$ cat config.mk
export PLATFORM = sky130hd
export DESIGN_NAME = sseg_scan_mux_flat
export DESIGN_NICKNAME = d
export VERILOG_FILES = /design/src/rtl/sseg_scan_mux_if.sv /design/src/rtl/sseg_scan_mux.sv /design/src/flat_wrapper.sv
export SDC_FILE = /design/constraint.sdc
export NUM_CORES = 1
export LEC_CHECK = 0
export CORE_UTILIZATION = 50
export CTS_CLUSTER_DIAMETER = 40
export DETAILED_ROUTE_END_ITERATION = 16
export DONT_BUFFER_PORTS = 1
export PLACE_DENSITY = 0.73
export SYNTH_ARGS = -nofsm -noshare
export SYNTH_HDL_FRONTEND = slang
export SYNTH_SLANG_ARGS = --single-unit
$ cat constraint.sdc
create_clock -name clk -period 2.4 [get_ports clk]
set_clock_uncertainty 0.2 [all_clocks]
set_input_delay 0.48 -clock clk [delete_from_list [all_inputs] [get_ports clk]]
set_output_delay 0.48 -clock clk [all_outputs]
set_load 0.01 [all_outputs]
$ cat src/rtl/sseg_scan_mux_if.sv
// ============================================================================
// Module   : sseg_scan_mux_if
// Brief    : Control/value inputs and scan outputs of the 7-segment scan mux.
// Revision : 1.0 - initial release
// ============================================================================
`default_nettype none

interface sseg_scan_mux_if #(
  parameter int DIGITS = 4
);
  localparam int c_IDX_W = (DIGITS > 1) ? $clog2(DIGITS) : 1;

  logic                  en;
  logic [4*DIGITS-1:0]   value;
  logic                  load;
  logic                  blank_lz;
  logic [3:0]            nibble;
  logic                  seg_oe;
  logic [DIGITS-1:0]     digit_en;
  logic [c_IDX_W-1:0]    digit_idx;
  logic                  frame_done;

  modport master (
    output en, value, load, blank_lz,
    input  nibble, seg_oe, digit_en, digit_idx, frame_done
  );

  modport slave (
    input  en, value, load, blank_lz,
    output nibble, seg_oe, digit_en, digit_idx, frame_done
  );
endinterface

`default_nettype wire

$ cat src/rtl/sseg_scan_mux.sv
// ============================================================================
// Module   : sseg_scan_mux
// Brief    : Time-multiplexed digit scanner feeding a 7-segment decoder, with
//            dead time, leading-zero blanking and frame-aligned value updates.
// Revision : 1.0 - initial release
// ============================================================================
`default_nettype none

module sseg_scan_mux #(
  parameter int DIGITS      = 4,
  parameter int CLK_DIV     = 1000,
  parameter int DEAD_CYCLES = 2
) (
  input  wire logic        clk,
  input  wire logic        rst_n,
  sseg_scan_mux_if.slave   bus
);

  localparam int c_PW = (CLK_DIV > 1) ? $clog2(CLK_DIV) : 1;
  localparam int c_DW = (DIGITS > 1) ? $clog2(DIGITS) : 1;
  localparam int c_VW = 4 * DIGITS;

  localparam logic [c_PW-1:0] c_P_LAST = c_PW'(CLK_DIV - 1);
  localparam logic [c_PW-1:0] c_P_DEAD = c_PW'(DEAD_CYCLES);
  localparam logic [c_DW-1:0] c_D_LAST = c_DW'(DIGITS - 1);

  logic [c_PW-1:0]   r_p;
  logic [c_DW-1:0]   r_d;
  logic [c_VW-1:0]   r_a;
  logic [c_VW-1:0]   r_pend;
  logic              r_pv;

  logic [3:0]        r_nibble;
  logic              r_seg_oe;
  logic [DIGITS-1:0] r_digit_en;
  logic [c_DW-1:0]   r_digit_idx;
  logic              r_frame_done;

  logic              w_tick;
  logic              w_wrap;
  logic              w_live;
  logic              w_upper_zero;
  logic              w_blank;
  logic [3:0]        w_nibble;
  logic [DIGITS-1:0] w_onehot;

  assign w_tick = bus.en && (r_p == c_P_LAST);
  assign w_wrap = w_tick && (r_d == c_D_LAST);
  assign w_live = (r_p >= c_P_DEAD);

  always_comb begin
    w_nibble     = 4'h0;
    w_onehot     = '0;
    w_upper_zero = 1'b1;
    for (int i = 0; i < DIGITS; i++) begin
      if (r_d == c_DW'(i)) begin
        w_nibble    = r_a[4*i +: 4];
        w_onehot[i] = 1'b1;
      end
      // Any nonzero nibble at or above the current digit keeps it visible.
      if ((c_DW'(i) >= r_d) && (r_a[4*i +: 4] != 4'h0)) begin
        w_upper_zero = 1'b0;
      end
    end
  end

  assign w_blank = bus.blank_lz && (r_d != '0) && w_upper_zero;

  always_ff @(posedge clk or negedge rst_n) begin
    if (!rst_n) begin
      r_p          <= '0;
      r_d          <= '0;
      r_a          <= '0;
      r_pend       <= '0;
      r_pv         <= 1'b0;
      r_nibble     <= 4'h0;
      r_seg_oe     <= 1'b0;
      r_digit_en   <= '0;
      r_digit_idx  <= '0;
      r_frame_done <= 1'b0;
    end else if (!bus.en) begin
      r_p          <= '0;
      r_d          <= '0;
      r_nibble     <= 4'h0;
      r_seg_oe     <= 1'b0;
      r_digit_en   <= '0;
      r_digit_idx  <= '0;
      r_frame_done <= 1'b0;
      // Idle display: no tearing possible, so load goes straight to A.
      if (bus.load) begin
        r_a  <= bus.value;
        r_pv <= 1'b0;
      end
    end else begin
      if (w_tick) begin
        r_p <= '0;
        r_d <= (r_d == c_D_LAST) ? '0 : r_d + 1'b1;
      end else begin
        r_p <= r_p + 1'b1;
      end

      if (w_wrap) begin
        r_a  <= bus.load ? bus.value : (r_pv ? r_pend : r_a);
        r_pv <= 1'b0;
      end else if (bus.load) begin
        r_pend <= bus.value;
        r_pv   <= 1'b1;
      end

      r_digit_idx  <= r_d;
      r_nibble     <= w_nibble;
      r_digit_en   <= w_live ? w_onehot : '0;
      r_seg_oe     <= w_live && !w_blank;
      r_frame_done <= w_wrap;
    end
  end

  assign bus.nibble     = r_nibble;
  assign bus.seg_oe     = r_seg_oe;
  assign bus.digit_en   = r_digit_en;
  assign bus.digit_idx  = r_digit_idx;
  assign bus.frame_done = r_frame_done;

endmodule

`default_nettype wire

$ cat src/flat_wrapper.sv
// flat-port wrapper written by rule: the top's interface ports become plain ports
module sseg_scan_mux_flat 
#(
  parameter int DIGITS      = 4,
  parameter int CLK_DIV     = 1000,
  parameter int DEAD_CYCLES = 2
)
  (clk, rst_n, bus_en, bus_value, bus_load, bus_blank_lz, bus_nibble, bus_seg_oe, bus_digit_en, bus_digit_idx, bus_frame_done);
  sseg_scan_mux_if #(.DIGITS(DIGITS)) bus_i ();
  input  wire logic clk;
  input  wire logic rst_n;
  input wire logic [$bits(bus_i.en)-1:0] bus_en;
  input wire logic [$bits(bus_i.value)-1:0] bus_value;
  input wire logic [$bits(bus_i.load)-1:0] bus_load;
  input wire logic [$bits(bus_i.blank_lz)-1:0] bus_blank_lz;
  output wire logic [$bits(bus_i.nibble)-1:0] bus_nibble;
  output wire logic [$bits(bus_i.seg_oe)-1:0] bus_seg_oe;
  output wire logic [$bits(bus_i.digit_en)-1:0] bus_digit_en;
  output wire logic [$bits(bus_i.digit_idx)-1:0] bus_digit_idx;
  output wire logic [$bits(bus_i.frame_done)-1:0] bus_frame_done;
  assign bus_i.en = bus_en;
  assign bus_i.value = bus_value;
  assign bus_i.load = bus_load;
  assign bus_i.blank_lz = bus_blank_lz;
  assign bus_nibble = bus_i.nibble;
  assign bus_seg_oe = bus_i.seg_oe;
  assign bus_digit_en = bus_i.digit_en;
  assign bus_digit_idx = bus_i.digit_idx;
  assign bus_frame_done = bus_i.frame_done;
  sseg_scan_mux #(.DIGITS(DIGITS), .CLK_DIV(CLK_DIV), .DEAD_CYCLES(DEAD_CYCLES)) u_core (.clk(clk), .rst_n(rst_n), .bus(bus_i));
endmodule
# Yosys cells after proc, flatten, opt, wreduce, memory -nomap -nowiden

Index checks and enable logic that the tools add are counted.

Bits in latches: 0
RAM bits: 0
Flip-flop bits (word level): 57
Memory bits (read-only): 0
Output and inout bits: 12
Memories kept: 0

Multiplexer cells: 32
$lt $le $gt $ge: 5
Multiply operators: 0
Div/mod/pow operators: 0
Shift operators: 0
Equal/unequal tests: 7
Reduce and logical (&&, ||, !) cells: 21
$add $sub $neg: 2
Bitwise gates (word level): 1

Operators by type and width:

| operator                                              | number |
|---|---|
| 2-to-1 mux 16 bit                                     | 5 |
| 2-to-1 mux 4 bit                                      | 7 |
| 2-to-1 mux 10 bit                                     | 2 |
| nonzero test 4 bit                                    | 4 |
| 2-to-1 mux 1 bit                                      | 14 |
| adder 10 x 1 -> 10 bit, second input constant         | 1 |
| equality test 10 bit, second input constant           | 1 |
| >= comparator 10 x 2 -> 1 bit, second input constant  | 1 |
| logical AND 1 bit                                     | 9 |
| 2-to-1 mux 2 bit                                      | 4 |
| AND reduction 3 bit                                   | 2 |
| nonzero test 2 bit                                    | 3 |
| equality test 2 bit, second input constant            | 2 |
| >= comparator 1 x 2 -> 1 bit, first input constant    | 2 |
| >= comparator 2 bit, first input constant             | 2 |
| inequality test 2 x 1 -> 1 bit, second input constant | 2 |
| inequality test 3 x 2 -> 1 bit, second input constant | 1 |
| adder 2 x 1 -> 2 bit, second input constant           | 1 |
| equality test 2 x 1 -> 1 bit, second input constant   | 1 |
| logical NOT 2 bit                                     | 1 |
| AND reduction 2 bit                                   | 1 |
| logical NOT 1 bit                                     | 1 |
| NOT 1 bit                                             | 1 |

# Depth between registers and ports, before layout

Depth in word-level cells: 10
Gate-level depth with buffers: 7
Mapped depth without buffers: 6

# Least setup slack after synthesis

OpenSTA, ideal clock, no wires.

Path type: input-to-reg
Start: in bus_en
End: reg u_core.r_a[10]
Path slack: 0.294 ns
Buffers on the path: 3
Stages: 6
Arrival time: 1.781 ns
Library setup time: 0.125 ns
Required time: 2.075 ns
Path through: buf_2 -> nand2b_1 -> clkbuf_1 -> buf_2 -> mux2_2 -> mux2_4

Cells in the longest elaborated chain, start to end: 4

RTL lines:

| element                                                                                           | line                 | RTL |
|---|---|---|
| start: declaration                                                                                | flat_wrapper.sv:12   | `input wire logic [$bits(bus_i.en)-1:0] bus_en;` |
| logical AND 1 bit                                                                                 | sseg_scan_mux.sv:47  | `assign w_tick = bus.en && (r_p == c_P_LAST);` |
| logical AND 1 bit                                                                                 | sseg_scan_mux.sv:48  | `assign w_wrap = w_tick && (r_d == c_D_LAST);` |
| inequality test 3 x 2 -> 1 bit (no source line) or inequality test 2 x 1 -> 1 bit (tied branches) | --                   |  |
| AND reduction 3 bit (no source line)                                                              | --                   |  |
| end signal: assignment                                                                            | sseg_scan_mux.sv:91  | `r_a <= bus.value;` |
| end signal: assignment                                                                            | sseg_scan_mux.sv:103 | `r_a <= bus.load ? bus.value : (r_pv ? r_pend : r_a);` |
| end: declaration                                                                                  | sseg_scan_mux.sv:29  | `logic [c_VW-1:0] r_a;` |

Parallel ways exist; a longest one is shown, timed or not.
A chain may end at the register's enable or synchronous reset.

# Final worst setup path

Start: reg u_core.r_p[1]
End: reg u_core.r_pend[13]

Cells in the longest elaborated chain, start to end: 5

RTL lines:

| element                              | line                 | RTL |
|---|---|---|
| start: declaration                   | sseg_scan_mux.sv:27  | `logic [c_PW-1:0] r_p;` |
| start signal: assignment             | sseg_scan_mux.sv:99  | `r_p <= r_p + 1'b1;` |
| equality test 10 bit                 | sseg_scan_mux.sv:47  |  |
| logical AND 1 bit                    | sseg_scan_mux.sv:47  |  |
| logical AND 1 bit                    | sseg_scan_mux.sv:48  |  |
| NOT 1 bit (no source line)           | --                   |  |
| AND reduction 3 bit (no source line) | --                   |  |
| end signal: assignment               | sseg_scan_mux.sv:106 | `r_pend <= bus.value;` |
| end: declaration                     | sseg_scan_mux.sv:30  | `logic [c_VW-1:0] r_pend;` |

No other way between the ends.

==> flow_summary.ini <==
[worst_setup_path]
crit_slowest_cell = dfrtp_1
cp_cell_sequence = ha_1 > and4_1 > nand4_1 > nand3_1 > buf_4 > mux2_2
crit_fanout = 8
crit_type = register to register
cp.required_ns = 2.42
startpoint_type = register
worstPathArrival_ns = 2.07
critPathMaxStageDelay_ns = 0.39
end_kind = register

[synth]
ys_warn_count = 0
netlist_area_um2 = 2630
syn_nets = 233
synth_seq_cells = 57
synthesis.instances = 205
syn_area_per_cell_um2 = 12.8
ys_seq_area_share_pct = 54.2
synth.distinct_cells = 37

[route]
wl_met2_mm = 2.14
wl_met1_mm = 2.24
dr.pass1.iters = 5
drcViolationCount = 0
antenna_left = 0
met3_length_um = 279
top_layer = met4
wl_per_cell_um = 16.2
finalWirelength_mm = 4.70
via_per_inst = 5.51
drt_iter0_drc = 63
vias = 1597

[layout]
fillCellCount = 413
layout-drive-gt1-share_pct = 31.8
final_nets = 243
mostFrequentLayoutCell = dfrtp_1
finalCoreUtilization_pct = 58.8
syn2layout_area_growth_pct = 13.3
layout_common_cells = 57 x dfrtp_1, 38 x mux2_2, 19 x nor2_1
diodes = 0

[clocking]
cts_made_buffers = 9
postCtsResizedCells = 0
root_buffer = clkbuf_8
h-tree-depth = 3
insertion_delay_ns = 0.34
clock_sinks = 57
cts_tree = yes
cts_max_path_buffers = 2
cts.clk_slew.worst_paths_ns = 0.06

[timing]
setup_viol = 0
tns_ns = 0
final-hold-violation-count = 0
fmax_mhz = 488
finalWorstSetupSlack_ns = 0.351
tightestPinTransition_ns = 0.412
min_period_ns = 2.05
post-route-period-util_pct = 85.4
holdWs_ns = 0.0330
slew_headroom_pct = 72.4
rsz0062_at_grt = no
slew_viol_final = 0

[floorplan]
die-width_um = 74.6
initial_core_util_pct = 51.9
num_io_pins = 33
num_rows = 26
core_area_um2 = 5070
die_h_um = 74.6
die_area_um2 = 5560

[grt]
overflow = 0
grt_first_pass_wirelength_mm = 7.63
grt_pass1_vias = 1577
antenna_found_initial = 0
grt_max_degree = 58
track_usage_pct = 19.2

[worst_hold_path]
hold_path_class = input pin to register

[run]
drv_cap = 0

[pwr]
power_uw = 2440
p_per_area_nw_per_um2 = 817
max-vdd-ir-drop_mv = 0.468
p_leak_uw = 0.00133

[placed_design]
hpwl_mm = 3.15
io_buffer_count = 0
pre_cts_slack_ns = 0.364
gp_congestion = 0.804

[status]
status = completed
==> report_power, final <==
group	internal [µW]	switching [µW]
registers	1070	80.9
clock network	637	385
logic	162	99.3
==> logic make-up (layout without fill, tap and decap cells) <==
group,after synthesis,count (layout),share of synthesized area [%]
AO/OA/AOI/OAI,20,20,5.32
AND/OR/NAND/NOR,54,54,10.2
XOR/XNOR,7,7,2.33
adder cells (fa/ha/maj),7,7,3.33
multiplexers,49,49,22.3
buffers and inverters,11,26,2.38
flip-flops,57,57,54.2
==> path summary, 6_finish.rpt <==
path / startpoint / endpoint / slack (ns) / cells past startpoint
worst min register to register: u_core.r_p[0] / u_core.r_p[0] / 0.30 / 1
max in group asynchronous: rst_n / u_core.r_p[3] / 1.31 / 2
min in group asynchronous: rst_n / u_core.r_pend[12] / 0.46 / 2
worst min-delay path: bus_load / u_core.r_pv / 0.03 / 1
worst max-delay path: u_core.r_p[1] / u_core.r_pend[13] / 0.35 / 6
worst max register to register: u_core.r_p[1] / u_core.r_pend[13] / 0.35 / 6
==> Yosys cell counts <==
cell	instances	area share, %
dfrtp_1	57	54
mux2_2	38	16
nor2_1	19	2.7
mux2_4	10	5.7
nand2_1	8	1.1
ha_1	7	3.3
nand3_1	6	1.1
and2_1	5	1.2
nor4_1	4	0.95
o21ai_0	4	0.76
xnor2_1	4	1.3
a21oi_1	3	0.57
a22o_1	3	1.0
a22oi_1	3	0.86
inv_1	3	0.43
nand4_1	3	0.71
xor2_1	3	1.0
buf_2	2	0.38
buf_6	2	0.86
clkbuf_1	2	0.29
nor2b_1	2	0.47
or3_1	2	0.47
a211oi_1	1	0.29
a21o_1	1	0.29
a221oi_1	1	0.33
a31oi_1	1	0.24
and3_1	1	0.24
and4_1	1	0.33
buf_4	1	0.29
clkinv_1	1	0.14
mux2i_1	1	0.38
nand2b_1	1	0.24
nor3_1	1	0.19
o22ai_1	1	0.24
o41a_1	1	0.43
o41ai_1	1	0.33
or4b_2	1	0.38
==> per-layer routing <==
layer | track usage (%) | up-vias
met5 | 0 | -
met4 | 6.92 | 0
met3 | 9.08 | 7
met2 | 26.4 | 41
met1 | 26.5 | 795
li1 | - | 754
==> registers in the layout (all words and copies together), names as in the netlist <==
name                   count
u_core.r_a                16
u_core.r_pend             16
u_core.bus.nibble          4
u_core.bus.digit_en        4
u_core.r_pv                1
u_core.r_p                10
u_core.bus.digit_idx       2
u_core.bus.seg_oe          1
u_core.r_d                 2
u_core.bus.frame_done      1
==> cell type report <==
| type | instances | area, µm² | share of cell area [%] |
|---|---|---|---|
| Sequential cell | 57 | 1430 | 47.8 |
| Timing Repair Buffer | 6 | 80.1 | 2.68 |
| Clock inverter | 5 | 77.6 | 2.60 |
| Inverter | 4 | 15.0 | 0.503 |
| Multi-Input combinational cell | 137 | 1140 | 38.4 |
| Clock buffer | 11 | 151 | 5.08 |
| Tap cell | 70 | 87.6 | 2.94 |
==> stage by stage <==
step | area (µm²) | cells
after floorplan | 2630 | 205
after global placement | 2720 | 272
after detailed placement | 2720 | 272
after CTS | 2980 | 290
after global routing | 2980 | 290
final | 2980 | 290
==> critical path, delay by kind of cell (launching register included) <==
family | cells | cell delay, ns
buffers and inverters | 1 | 0.20
multiplexers | 1 | 0.36
adder cells (fa/ha/maj) | 1 | 0.24
AND/OR/NAND/NOR | 3 | 0.54
flip-flops | 1 | 0.39
==> what timing repair did <==
action | 4_1_cts | 5_1_grt
hold buffers | 2 | 0
endpoints found under the hold margin | 57 | 0
buffers inserted | 0 | 0
No activity file was read; power rests on OpenSTA's default activity.
